**config.mk**
```make
export PLATFORM = sky130hd
export DESIGN_NAME = buyruk_on_getir
export DESIGN_NICKNAME = d
export VERILOG_FILES = /design/src/rtl/buyruk_on_getir.sv
export SDC_FILE = /design/constraint.sdc
export NUM_CORES = 1
export LEC_CHECK = 0
export CAP_MARGIN = 20
export CORE_MARGIN = 2
export CORE_UTILIZATION = 35
export DETAILED_ROUTE_END_ITERATION = 7
export PLACE_DENSITY = 0.63
export RECOVER_POWER = 25
export SETUP_SLACK_MARGIN = 0.1
export SYNTH_ARGS = -nofsm -noshare
export SYNTH_HDL_FRONTEND = slang
export SYNTH_SLANG_ARGS = --single-unit
```
**constraint.sdc**
```tcl
create_clock -name clk_i -period 4.05 [get_ports clk_i]
set_input_delay 0.81 -clock clk_i [delete_from_list [all_inputs] [get_ports clk_i]]
set_output_delay 0.81 -clock clk_i [all_outputs]
set_load 0.01 [all_outputs]
```
**src/rtl/buyruk_on_getir.sv**
```systemverilog
// Instruction prefetch buffer: keeps a small FIFO of fetched words filled
// from the L1 instruction cache and serves the head entry to decode.
// Redirects and flushes clear the FIFO. A fetch that is still waiting in the
// cache at that point is let to finish and its word is dropped.
module buyruk_on_getir #(
    parameter int          DERINLIK     = 4,
    parameter logic [31:0] BASLANGIC_PS = 32'h4000_0000
) (
    input  logic                        clk_i,
    input  logic                        rst_ni,
    input  logic                        l1b_bekle_i,
    input  logic [31:0]                 l1b_deger_i,
    output logic                        l1b_chip_select_n_o,
    output logic [31:0]                 l1b_adres_o,
    input  logic                        yrt_atlanan_ps_gecerli_i,
    input  logic [30:0]                 yrt_atlanan_ps_i,
    input  logic                        ddb_bosalt_i,
    input  logic                        ddb_durdur_i,
    output logic                        cyo_gecerli_o,
    output logic [31:0]                 cyo_buyruk_o,
    output logic [30:0]                 cyo_ps_o,
    output logic [30:0]                 cyo_ps_artmis_o,
    output logic [$clog2(DERINLIK):0]   doluluk_o
);
    localparam int             PW   = $clog2(DERINLIK);
    localparam int             CW   = PW + 1;
    localparam logic [CW-1:0]  DOLU = CW'(DERINLIK);
    localparam logic [31:0]    NOP  = 32'h0000_0013;

    typedef enum logic [1:0] {SIFIR, GETIR, IPTAL} durum_t;

    durum_t         durum_q;
    logic [31:0]    fps_q;        // address of the request being (or next to be) issued
    logic [31:0]    hedef_q;      // new fetch PC held while a cancelled request drains
    logic           bekliyor_q;   // a request was issued and the cache is still busy
    logic [PW-1:0]  oku_q;
    logic [PW-1:0]  yaz_q;
    logic [CW-1:0]  doluluk_q;

    logic [31:0]    buyruk_mem [DERINLIK];
    logic [30:0]    ps_mem     [DERINLIK];

    logic           istek;
    logic           iptal_istek;
    logic           bos_degil;
    logic           push;
    logic           pop;
    logic [30:0]    bas_ps;
    logic [31:0]    yeni_hedef;
    logic [31:0]    iptal_hedef;

    // Request, push/pop and redirect-target decode
    always_comb begin
        bos_degil   = (doluluk_q != '0);
        bas_ps      = ps_mem[oku_q];
        iptal_istek = yrt_atlanan_ps_gecerli_i | ddb_bosalt_i;
        // A busy request is never withdrawn; new ones need a free slot.
        istek       = (durum_q == IPTAL) ||
                      ((durum_q == GETIR) && (bekliyor_q || (doluluk_q < DOLU)));
        push        = (durum_q == GETIR) && istek && !l1b_bekle_i && !iptal_istek;
        pop         = bos_degil && !ddb_durdur_i && !iptal_istek;
        // Flush alone replays from the oldest unconsumed instruction.
        if (yrt_atlanan_ps_gecerli_i) begin
            yeni_hedef = {yrt_atlanan_ps_i, 1'b0};
        end else if (bos_degil) begin
            yeni_hedef = {bas_ps, 1'b0};
        end else begin
            yeni_hedef = fps_q;
        end
        // While cancelling, only a redirect changes the pending target.
        iptal_hedef = yrt_atlanan_ps_gecerli_i ? {yrt_atlanan_ps_i, 1'b0} : hedef_q;
    end

    // Fetch FSM, fetch PC and FIFO pointers/occupancy
    always_ff @(posedge clk_i or negedge rst_ni) begin
        if (!rst_ni) begin
            durum_q    <= SIFIR;
            fps_q      <= BASLANGIC_PS;
            hedef_q    <= BASLANGIC_PS;
            bekliyor_q <= 1'b0;
            oku_q      <= '0;
            yaz_q      <= '0;
            doluluk_q  <= '0;
        end else begin
            case (durum_q)
                SIFIR: begin
                    durum_q <= GETIR;
                end
                GETIR: begin
                    if (iptal_istek) begin
                        oku_q      <= '0;
                        yaz_q      <= '0;
                        doluluk_q  <= '0;
                        bekliyor_q <= 1'b0;
                        if (istek && l1b_bekle_i) begin
                            durum_q <= IPTAL;
                            hedef_q <= yeni_hedef;
                        end else begin
                            fps_q <= yeni_hedef;
                        end
                    end else begin
                        bekliyor_q <= istek && l1b_bekle_i;
                        if (push) begin
                            yaz_q <= yaz_q + 1'b1;
                            fps_q <= fps_q + 32'd4;
                        end
                        if (pop) begin
                            oku_q <= oku_q + 1'b1;
                        end
                        case ({push, pop})
                            2'b10:   doluluk_q <= doluluk_q + 1'b1;
                            2'b01:   doluluk_q <= doluluk_q - 1'b1;
                            default: doluluk_q <= doluluk_q;
                        endcase
                    end
                end
                IPTAL: begin
                    if (!l1b_bekle_i) begin
                        fps_q      <= iptal_hedef;
                        durum_q    <= GETIR;
                        bekliyor_q <= 1'b0;
                    end else begin
                        hedef_q <= iptal_hedef;
                    end
                end
                default: begin
                    durum_q <= SIFIR;
                end
            endcase
        end
    end

    // FIFO storage; contents are only observed through the valid head
    always_ff @(posedge clk_i) begin
        if (push) begin
            buyruk_mem[yaz_q] <= l1b_deger_i;
            ps_mem[yaz_q]     <= fps_q[31:1];
        end
    end

    assign l1b_chip_select_n_o = !istek;
    assign l1b_adres_o         = fps_q;
    assign cyo_gecerli_o       = bos_degil;
    assign cyo_buyruk_o        = bos_degil ? buyruk_mem[oku_q] : NOP;
    assign cyo_ps_o            = bos_degil ? bas_ps : 31'd0;
    assign cyo_ps_artmis_o     = bos_degil ? (bas_ps + 31'd2) : 31'd0;
    assign doluluk_o           = doluluk_q;

endmodule
```
# Word-level counts from Yosys, hierarchy flattened
# Memory sizes are Yosys's and may differ from the RTL's.
# Index checks and enable logic that the tools add are counted.
# word_totals
register_bits	74
mem_bits_rw	252
output_inout_bits	131
wordCells	83
mem_count	2
# memory_table
memory	words	word_bits	read_ports	rd_clocked_by_memory_dff	wr	line	source
buyruk_mem	4	32	1	0	1	40	logic [31:0] buyruk_mem [DERINLIK];
ps_mem	4	31	1	0	1	41	logic [30:0] ps_mem [DERINLIK];
# classes
n_addsub	6
magnitude_cmp	1
eq_ne	10
mux	30
n_bitwise	1
n_reduce_logical	26
# ops
op	count
32-bit 2-to-1 mux	11
32-bit one-hot mux with 2 select lines	2
31-bit 2-to-1 mux	2
32-bit by 3-bit adder with 32-bit output (second input constant)	1
31-bit by 2-bit adder with 31-bit output (second input constant)	1
2-bit 2-to-1 mux	7
2-bit AND reduction	4
4-bit AND reduction	2
1-bit logical AND	7
2-bit inequality test (second input constant)	3
3-bit inequality test (second input constant)	2
2-bit one-hot mux with 3 select lines	1
3-bit one-hot mux with 2 select lines	1
2-bit nonzero test	3
3-bit nonzero test	2
2-bit by 1-bit adder with 2-bit output (second input constant)	2
2-bit by 1-bit == test with 1-bit output (second input constant)	2
2-bit == test (second input constant)	2
1-bit zero test	4
1-bit 2-to-1 mux	4
3-bit by 1-bit adder with 3-bit output (second input constant)	1
3-bit less-than comparator (second input constant)	1
3-bit 2-to-1 mux	1
3-bit AND reduction	1
6 further kinds	7

# Depth between registers and ports, before layout
# logic_depth
word_depth	10
ltp_mapped	11
ltp_nobuf	10

# Worst setup path after synthesis
# No wires, ideal clock.
# synth_path
path_type	input to register
from	in yrt_atlanan_ps_gecerli_i
to	mem buyruk_mem[2][0] (enable)
setup_ps	428
arrival_ps	3600
t_required_ps	3622
slack_ps	23
stages	6
path_buffers	3
cell_sequence	clkbuf_1 > or2_2 > clkbuf_1 > clkbuf_1 > nor4_1 > and2_1
# synth_via
elab_chain_len	5
# synth_rtl
item	line	source
from (decl)	15	input logic yrt_atlanan_ps_gecerli_i,
1-bit bitwise OR	56	iptal_istek = yrt_atlanan_ps_gecerli_i | ddb_bosalt_i;
1-bit zero test	60	push = (durum_q == GETIR) && istek && !l1b_bekle_i && !iptal_istek;
1-bit logical AND	60	
1-bit 2-to-1 mux	135	if (push) begin
1-bit 2-to-1 mux (implied by the code)	136	buyruk_mem[yaz_q] <= l1b_deger_i;
to (decl)	40	
# Every way passes these cells.

# Final worst setup path
# layout_path
from	reg oku_q[0]
to	out cyo_ps_artmis_o[14]
# layout_via
elab_chain_len	3
# layout_rtl
item	line	source
from (decl)	36	logic [PW-1:0] oku_q;
from (signal assigned)	108	oku_q <= oku_q + 1'b1;
memory read 4 x 31 bit	n/a	
31-bit by 2-bit adder with 31-bit output	146	assign cyo_ps_artmis_o = bos_degil ? (bas_ps + 31'd2) : 31'd0;
31-bit 2-to-1 mux	146	
to (decl)	22	output logic [30:0] cyo_ps_artmis_o,
# Every way passes these cells.

==> results.yml <==
cells_and_area:
  area_growth_pct: 28.81
  regArea_um2: 9429
  drive_gt1_frac: 0.1756
  multiInputGateArea_um2: 5743
  insertedDiodeCount: 0
  nets: 1510
  fillers: 3915
pwr:
  power.density_nw_per_um2: 664.2
  power.share.switching: 0.3609
  p_total_w: 0.01322
  ir_worst_vdd_mv: 0.3063
  p_comb_frac: 0.370
  internal_power_w: 0.008448
  p_clk_frac: 0.261
  total_leakage_power_nw: 6.873
  power_frac_seq: 0.370
  power.switching_w: 0.004770
min_path:
  hp-class: "register to register"
  holdPathEnd: "hedef_q[26]"
  hold_depth: 2
  hp-start: "hedef_q[26]"
grt:
  overflow: 0
  grt_pass1_wl_mm: 70.97
  grt_usage: 0.2016
  grt_max_degree: 76
  grt_pass1_vias: 11143
  antenna_found_initial: 1
timing:
  post-route-period-util: 0.9779
  rsz0062_at_grt: "yes"
  tightest_slew_ns: 1.677
  fmax_mhz: 252.5
  drv_slew: 61
  whs_ns: 0.4850
  maxSlewHeadroom: -0.1181
  finalClockSkew_ns: 0.01895
  min_period_ns: 3.960
  setup_violations: 0
  finalHoldViolCount: 0
critical_path:
  reg2reg_from: "durum_q[1]"
  rr_endpoint: "doluluk_o[2]"
  crit_arrival_ns: 3.15
  crit_type: "register to output pin"
  startpoint_type: "register"
  r2r_setup_slack_ns: 1.15
  cp-end-kind: "output pin"
  crit_chain: "buf_8, mux4_2, buf_4, and4_4, nand2_2, or3_4, or3_1, a21oi_2, buf_2"
  slowest_stage: "dfrtp_4"
  worstPathRequired_ns: 3.24
  r2r_cells: 10
  cp_max_fo: 5
  critical_path.max_stage_delay_ns: 0.53
synth:
  yosysTopAreaCell: "edfxtp_1"
  synthCells: 1198
  yosysUniqueCellTypes: 69
  synth_warnings: 0
  synth-main-ff-cell: "edfxtp_1"
  synth_top_cell_area_share: 0.4898
  synth.top_cells.by_area: "edfxtp_1 (49%), dfrtp_1 (12%), mux4_2 (8.6%), and2_1 (2.7%), o21ai_0 (2.4%)"
  async_reset_ff_frac: 0.2270
  ys_ff_latch: 326
  synth-seq-area-share: 0.6098
  syn_nets: 1277
  syn_area_um2: 15450
  syn_area_per_cell_um2: 12.90
  synth_edf_count: 252
cts:
  cts_buffers: 37
  cts_tree: "yes"
  cts_root_buffer: "clkbuf_16"
  cts_sinks: 326
  cts.clk_slew.worst_paths_ns: 0.06
  cts_hold_buffers: 0
  insertion_delay_ns: 0.54
  cts_buffer_depth: 3
  cts_max_level: 2
detailed_routing:
  drc_errors: 0
  vias: 11470
  ant_nets: 0
  wl_mm: 47.44
  dr.pass1.iters: 5
  wl_per_cell_um: 23.22
  routed_via_density: 5.614
  drt_iter0_drc: 1012
floorplanning:
  die_x_um: 214.1
  io_pins: 200
  start_util: 0.3563
  die-height_um: 214.1
  dieArea_um2: 45840
  row_count: 76
  core_area_um2: 43360
placement:
  io_buffers: 199
  gp_congestion: 0.8679
  dp_hpwl_mm: 31.15
status:
  status: "complete, but fails checks"
  violations: "capacitance limit, slew limit"
flow_run:
  drv_cap: 1
==> synth_stat cells, types with 10 or more instances <==
| master | instances |
|---|---|
| edfxtp_1 | 252 |
| nor2_1 | 94 |
| nand2_1 | 87 |
| o21ai_0 | 75 |
| dfrtp_1 | 72 |
| a21oi_1 | 69 |
| and2_1 | 66 |
| mux4_2 | 59 |
| clkbuf_1 | 54 |
| nand3_1 | 32 |
| inv_1 | 29 |
| o22ai_1 | 25 |
| nor3_1 | 19 |
| a31oi_1 | 16 |
| xnor2_1 | 16 |
| nand4_1 | 15 |
| buf_1 | 11 |
| or3_1 | 11 |
| buf_2 | 10 |
| nand2b_1 | 10 |
==> metal layers <==
layer | track usage | part of all wire | vias up
met2 | 0.3202 | 0.47 | 515
li1 | - | - | 5052
met1 | 0.2772 | 0.42 | 5836
met3 | 0.04766 | 0.084 | 65
met5 | 0 | 0.00027 | -
met4 | 0.05625 | 0.021 | 2
==> worst max-delay path: cells and delay by family, from the launching register on <==
family | cells | cell delay (ns)
AND/OR/NAND/NOR | 4 | 1.11
flip-flops | 1 | 0.53
buffers and inverters | 3 | 0.43
multiplexers | 1 | 0.40
AO/OA/AOI/OAI | 1 | 0.13
==> power groups by stage <==
| stage | Clock (W) | Combinational, W | Sequential [W] |
|---|---|---|---|
| finish | 0.00345 | 0.00489 | 0.00488 |
| global placement | 0 | 0.00479 | 0.00492 |
| detailed placement | 0 | 0.00486 | 0.00495 |
| global route | 0.00364 | 0.00527 | 0.00495 |
| CTS | 0.00351 | 0.00488 | 0.00487 |
| floorplan | 0 | 0.00260 | 0.00472 |
==> cell families after synthesis <==
group	count (synthesis)	share of synthesized area
XOR/XNOR	25	0.01417
AND/OR/NAND/NOR	370	0.1201
adder cells (fa/ha/maj)	10	0.008585
buffers and inverters	110	0.02948
AO/OA/AOI/OAI	278	0.1139
multiplexers	79	0.1040
flip-flops	326	0.6098
==> layout make-up <==
| type | instances | area share |
|---|---|---|
| Sequential cell | 326 | 0.4738 |
| Tap cell | 585 | 0.03678 |
| Clock buffer | 41 | 0.04728 |
| Multi-Input combinational cell | 762 | 0.2886 |
| Timing Repair Buffer | 274 | 0.1325 |
| Inverter | 30 | 0.005658 |
| Clock inverter | 25 | 0.01547 |
==> stage by stage <==
stage	instances	utilization	worst slack, ns	TNS [ns]	area (µm²)
after floorplan	1198	-	0.6875	0	15450
after global placement	1953	0.4223	0.1099	0	18310
after detailed placement	1953	0.4223	0.04315	0	18310
after CTS	2030	0.4555	0.03487	0	19750
after global routing	2043	0.4590	-0.005039	-0.005039	19900
final	2043	0.4590	0.08965	0	19900
==> worst max path at each step <==
| stage | start | endpoint |
|---|---|---|
| after detailed placement | oku_q[0] | cyo_ps_artmis_o[15] |
| final | oku_q[0] | cyo_ps_artmis_o[14] |
| after floorplan | yrt_atlanan_ps_gecerli_i | buyruk_mem[0][0] |
| after CTS | oku_q[0] | cyo_ps_artmis_o[22] |
| after global placement | oku_q[0] | cyo_ps_artmis_o[15] |
| after global routing | oku_q[0] | cyo_ps_artmis_o[14] |
==> cell usage in the layout (no fill, tap or decap), drive strengths merged, types with 11 or more instances in the layout <==
cell type and count:
buf 80, dfrtp 72, dlygate4sd2 13, clkbuf 46, nand2 87, dlygate4sd3 19, nor2 94, clkdlybuf4s50 155
edfxtp 252, clkinv 14, o21ai 81, or3 11, xnor2 16, nand4 16, nor3 21, and2 66
inv 32, o22ai 25, a21oi 69, a31oi 16, mux4 63, nand3 34
==> flip-flops by register name, summed over array words and instances, names as in the netlist <==
register and flops:
oku_q 2, l1b_adres_o 32, hedef_q 32, ps_mem 124
bekliyor_q 1, doluluk_o 3, durum_q 2, yaz_q 2
buyruk_mem 128
==> timing repair <==
item | 4_1_cts | 5_1_grt
resized for setup | 79 | 24
pin swaps | 8 | 8
endpoints found under the setup margin | 56 | 14
buffers inserted | 11 | 13
Power figures use the tool's default switching activity.
==> patch (same settings) <==
Change the parameter `DERINLIK` from 4 to 8.
--- a/src/rtl/buyruk_on_getir.sv
+++ b/src/rtl/buyruk_on_getir.sv
@@ -5,3 +5,3 @@
 module buyruk_on_getir #(
-    parameter int          DERINLIK     = 4,
+    parameter int          DERINLIK     = 8,
     parameter logic [31:0] BASLANGIC_PS = 32'h4000_0000
Ports: changed (resized doluluk_o); port bits go from 200 to 201. The function was not compared with the original's and may differ.
==> patch against the original RTL <==
The flow finishes with violations (capacitance limit, slew limit, setup timing); setup slack got worse by 0.47 ns; sequential cell count increased by 255; worst hold slack got worse by 0.32 ns; area after synthesis increased by 66%; cell count increased by 47%; wire length increased by 58%; global-route usage decreased by 0.74 points; final area increased by 67%; critical path depth increased by 2; fmax decreased by 11%; non-clock buffer count increased by 121; count of clock-buffer cells in the layout increased by 23; power increased by 63%; largest power group is now sequential cells.
==> patch: results (changes against the original RTL) <==
failing checks capacitance limit, slew limit, setup timing; critical path arrival 3.62 ns (+0.47 ns); Setup Skew 0.0204 ns (+0.00149 ns); Worst path max stage delay 0.51 ns (-0.02 ns); DP Cell Count 2824 (+45%); Synth Area in Adders 0.438% (-0.42 points); Setup TNS -3.55 ns (-3.55 ns); worst-skew pair later-pin latency 0.63 ns (+0.09 ns); mux cell area share after synthesis 15.2% (+4.8 points); Reg2Reg Launch Point doluluk_o[1]; status finished, violations left; gpl congestion 0.910 (+4.8%); fin cells 2993 (+47%); vias per cell 5.62 (about the same); ranking of synthesized cells by area edfxtp_1 (59%), mux4_2 (8.0%), dfrtp_1 (7.3%); Max VDD drop 0.712 mV (+130%); Metal-1 WL 31000 µm (+55%); total CTS buffers 59 (+59%); setup slack at placement -0.441 ns (-0.484 ns); XOR/XNOR Fraction of Synth Area 0.579% (-0.84 points); maxcap violations 1 (unchanged); Post-CTS Resized 221 (+180%); Met3 Wirelength 5710 µm (+43%); met2 wire length 35900 µm (+60%); final slew viol count 68 (+11%); max layer used met4; register area share after synthesis 66.4% (+5.4 points); Reg2Reg Capture Point doluluk_o[3]; post-synthesis net count 1706 (+34%); delay-heaviest family, CP buffers and inverters; final hold slack 0.166 ns (-0.319 ns); Final setup viols 16 (+16); number of global-route vias before repair 16855 (+51%); DP HPWL 45500 µm (+46%); Netlist cell types 85 (+23%); Worst Tran Pin Value 1.87 ns (+0.188 ns); PnR worst setup slack -0.379 ns (-0.468 ns); P_seq 7.96 mW (+63%); async set-reset flop share out of synthesis 13.3% (-9.4 points); grt met2 use 31.8% (-0.25 points); Logic pwr share 35.6% (-1.4 points); Mean Syn Cell Area 15.8 µm² (+22%); LEAKAGE 11.4 nW (+66%); Sw Ratio 33.9% (-2.2 points); largest net degree at the start of global routing 112 (+47%); Port Buffers 200 (+0.50%); met3 usage 3.60% (-1.2 points); met1 Resource Use GR 26.5% (-1.3 points); nets 2061 (+36%); number of synthesized flops with an enable pin 504 (+100%); Largest regs buyruk_mem (256), ps_mem (248); r2r setup slk 0.58 ns (-0.57 ns); share of post-route cells with drive strength above 1 26.6% (+9.1 points); DR WL/cell 25.0 µm (+7.6%); antenna violations before repair 0 (-1); worst-path maximum fanout 4 (-1); Compound-Gate Fraction of Synth Area 7.66% (-3.7 points)
-- patch: worst max-delay path by stage --
stage | depth (start not counted) | to | from | slack [ns]
after floorplan | 7 | buyruk_mem[7][0] | ddb_bosalt_i | -0.92
after global placement | 10 | cyo_ps_artmis_o[30] | oku_q[0] | -0.41
after detailed placement | 10 | cyo_ps_artmis_o[30] | oku_q[0] | -0.44
after CTS | 12 | cyo_ps_artmis_o[18] | oku_q[0] | -0.38
after global routing | 11 | cyo_ps_artmis_o[30] | oku_q[0] | -0.44
final | 11 | cyo_ps_artmis_o[30] | oku_q[0] | -0.38
-- patch: layout make-up --
type / count / area, µm²
Fill cell: 6292 / 39700
Sequential cell: 581 / 17100
Multi-Input combinational cell: 919 / 8730
Timing Repair Buffer: 395 / 3930
Clock buffer: 64 / 1520
Tap cell: 959 / 1200
Clock inverter: 48 / 612
Inverter: 27 / 110
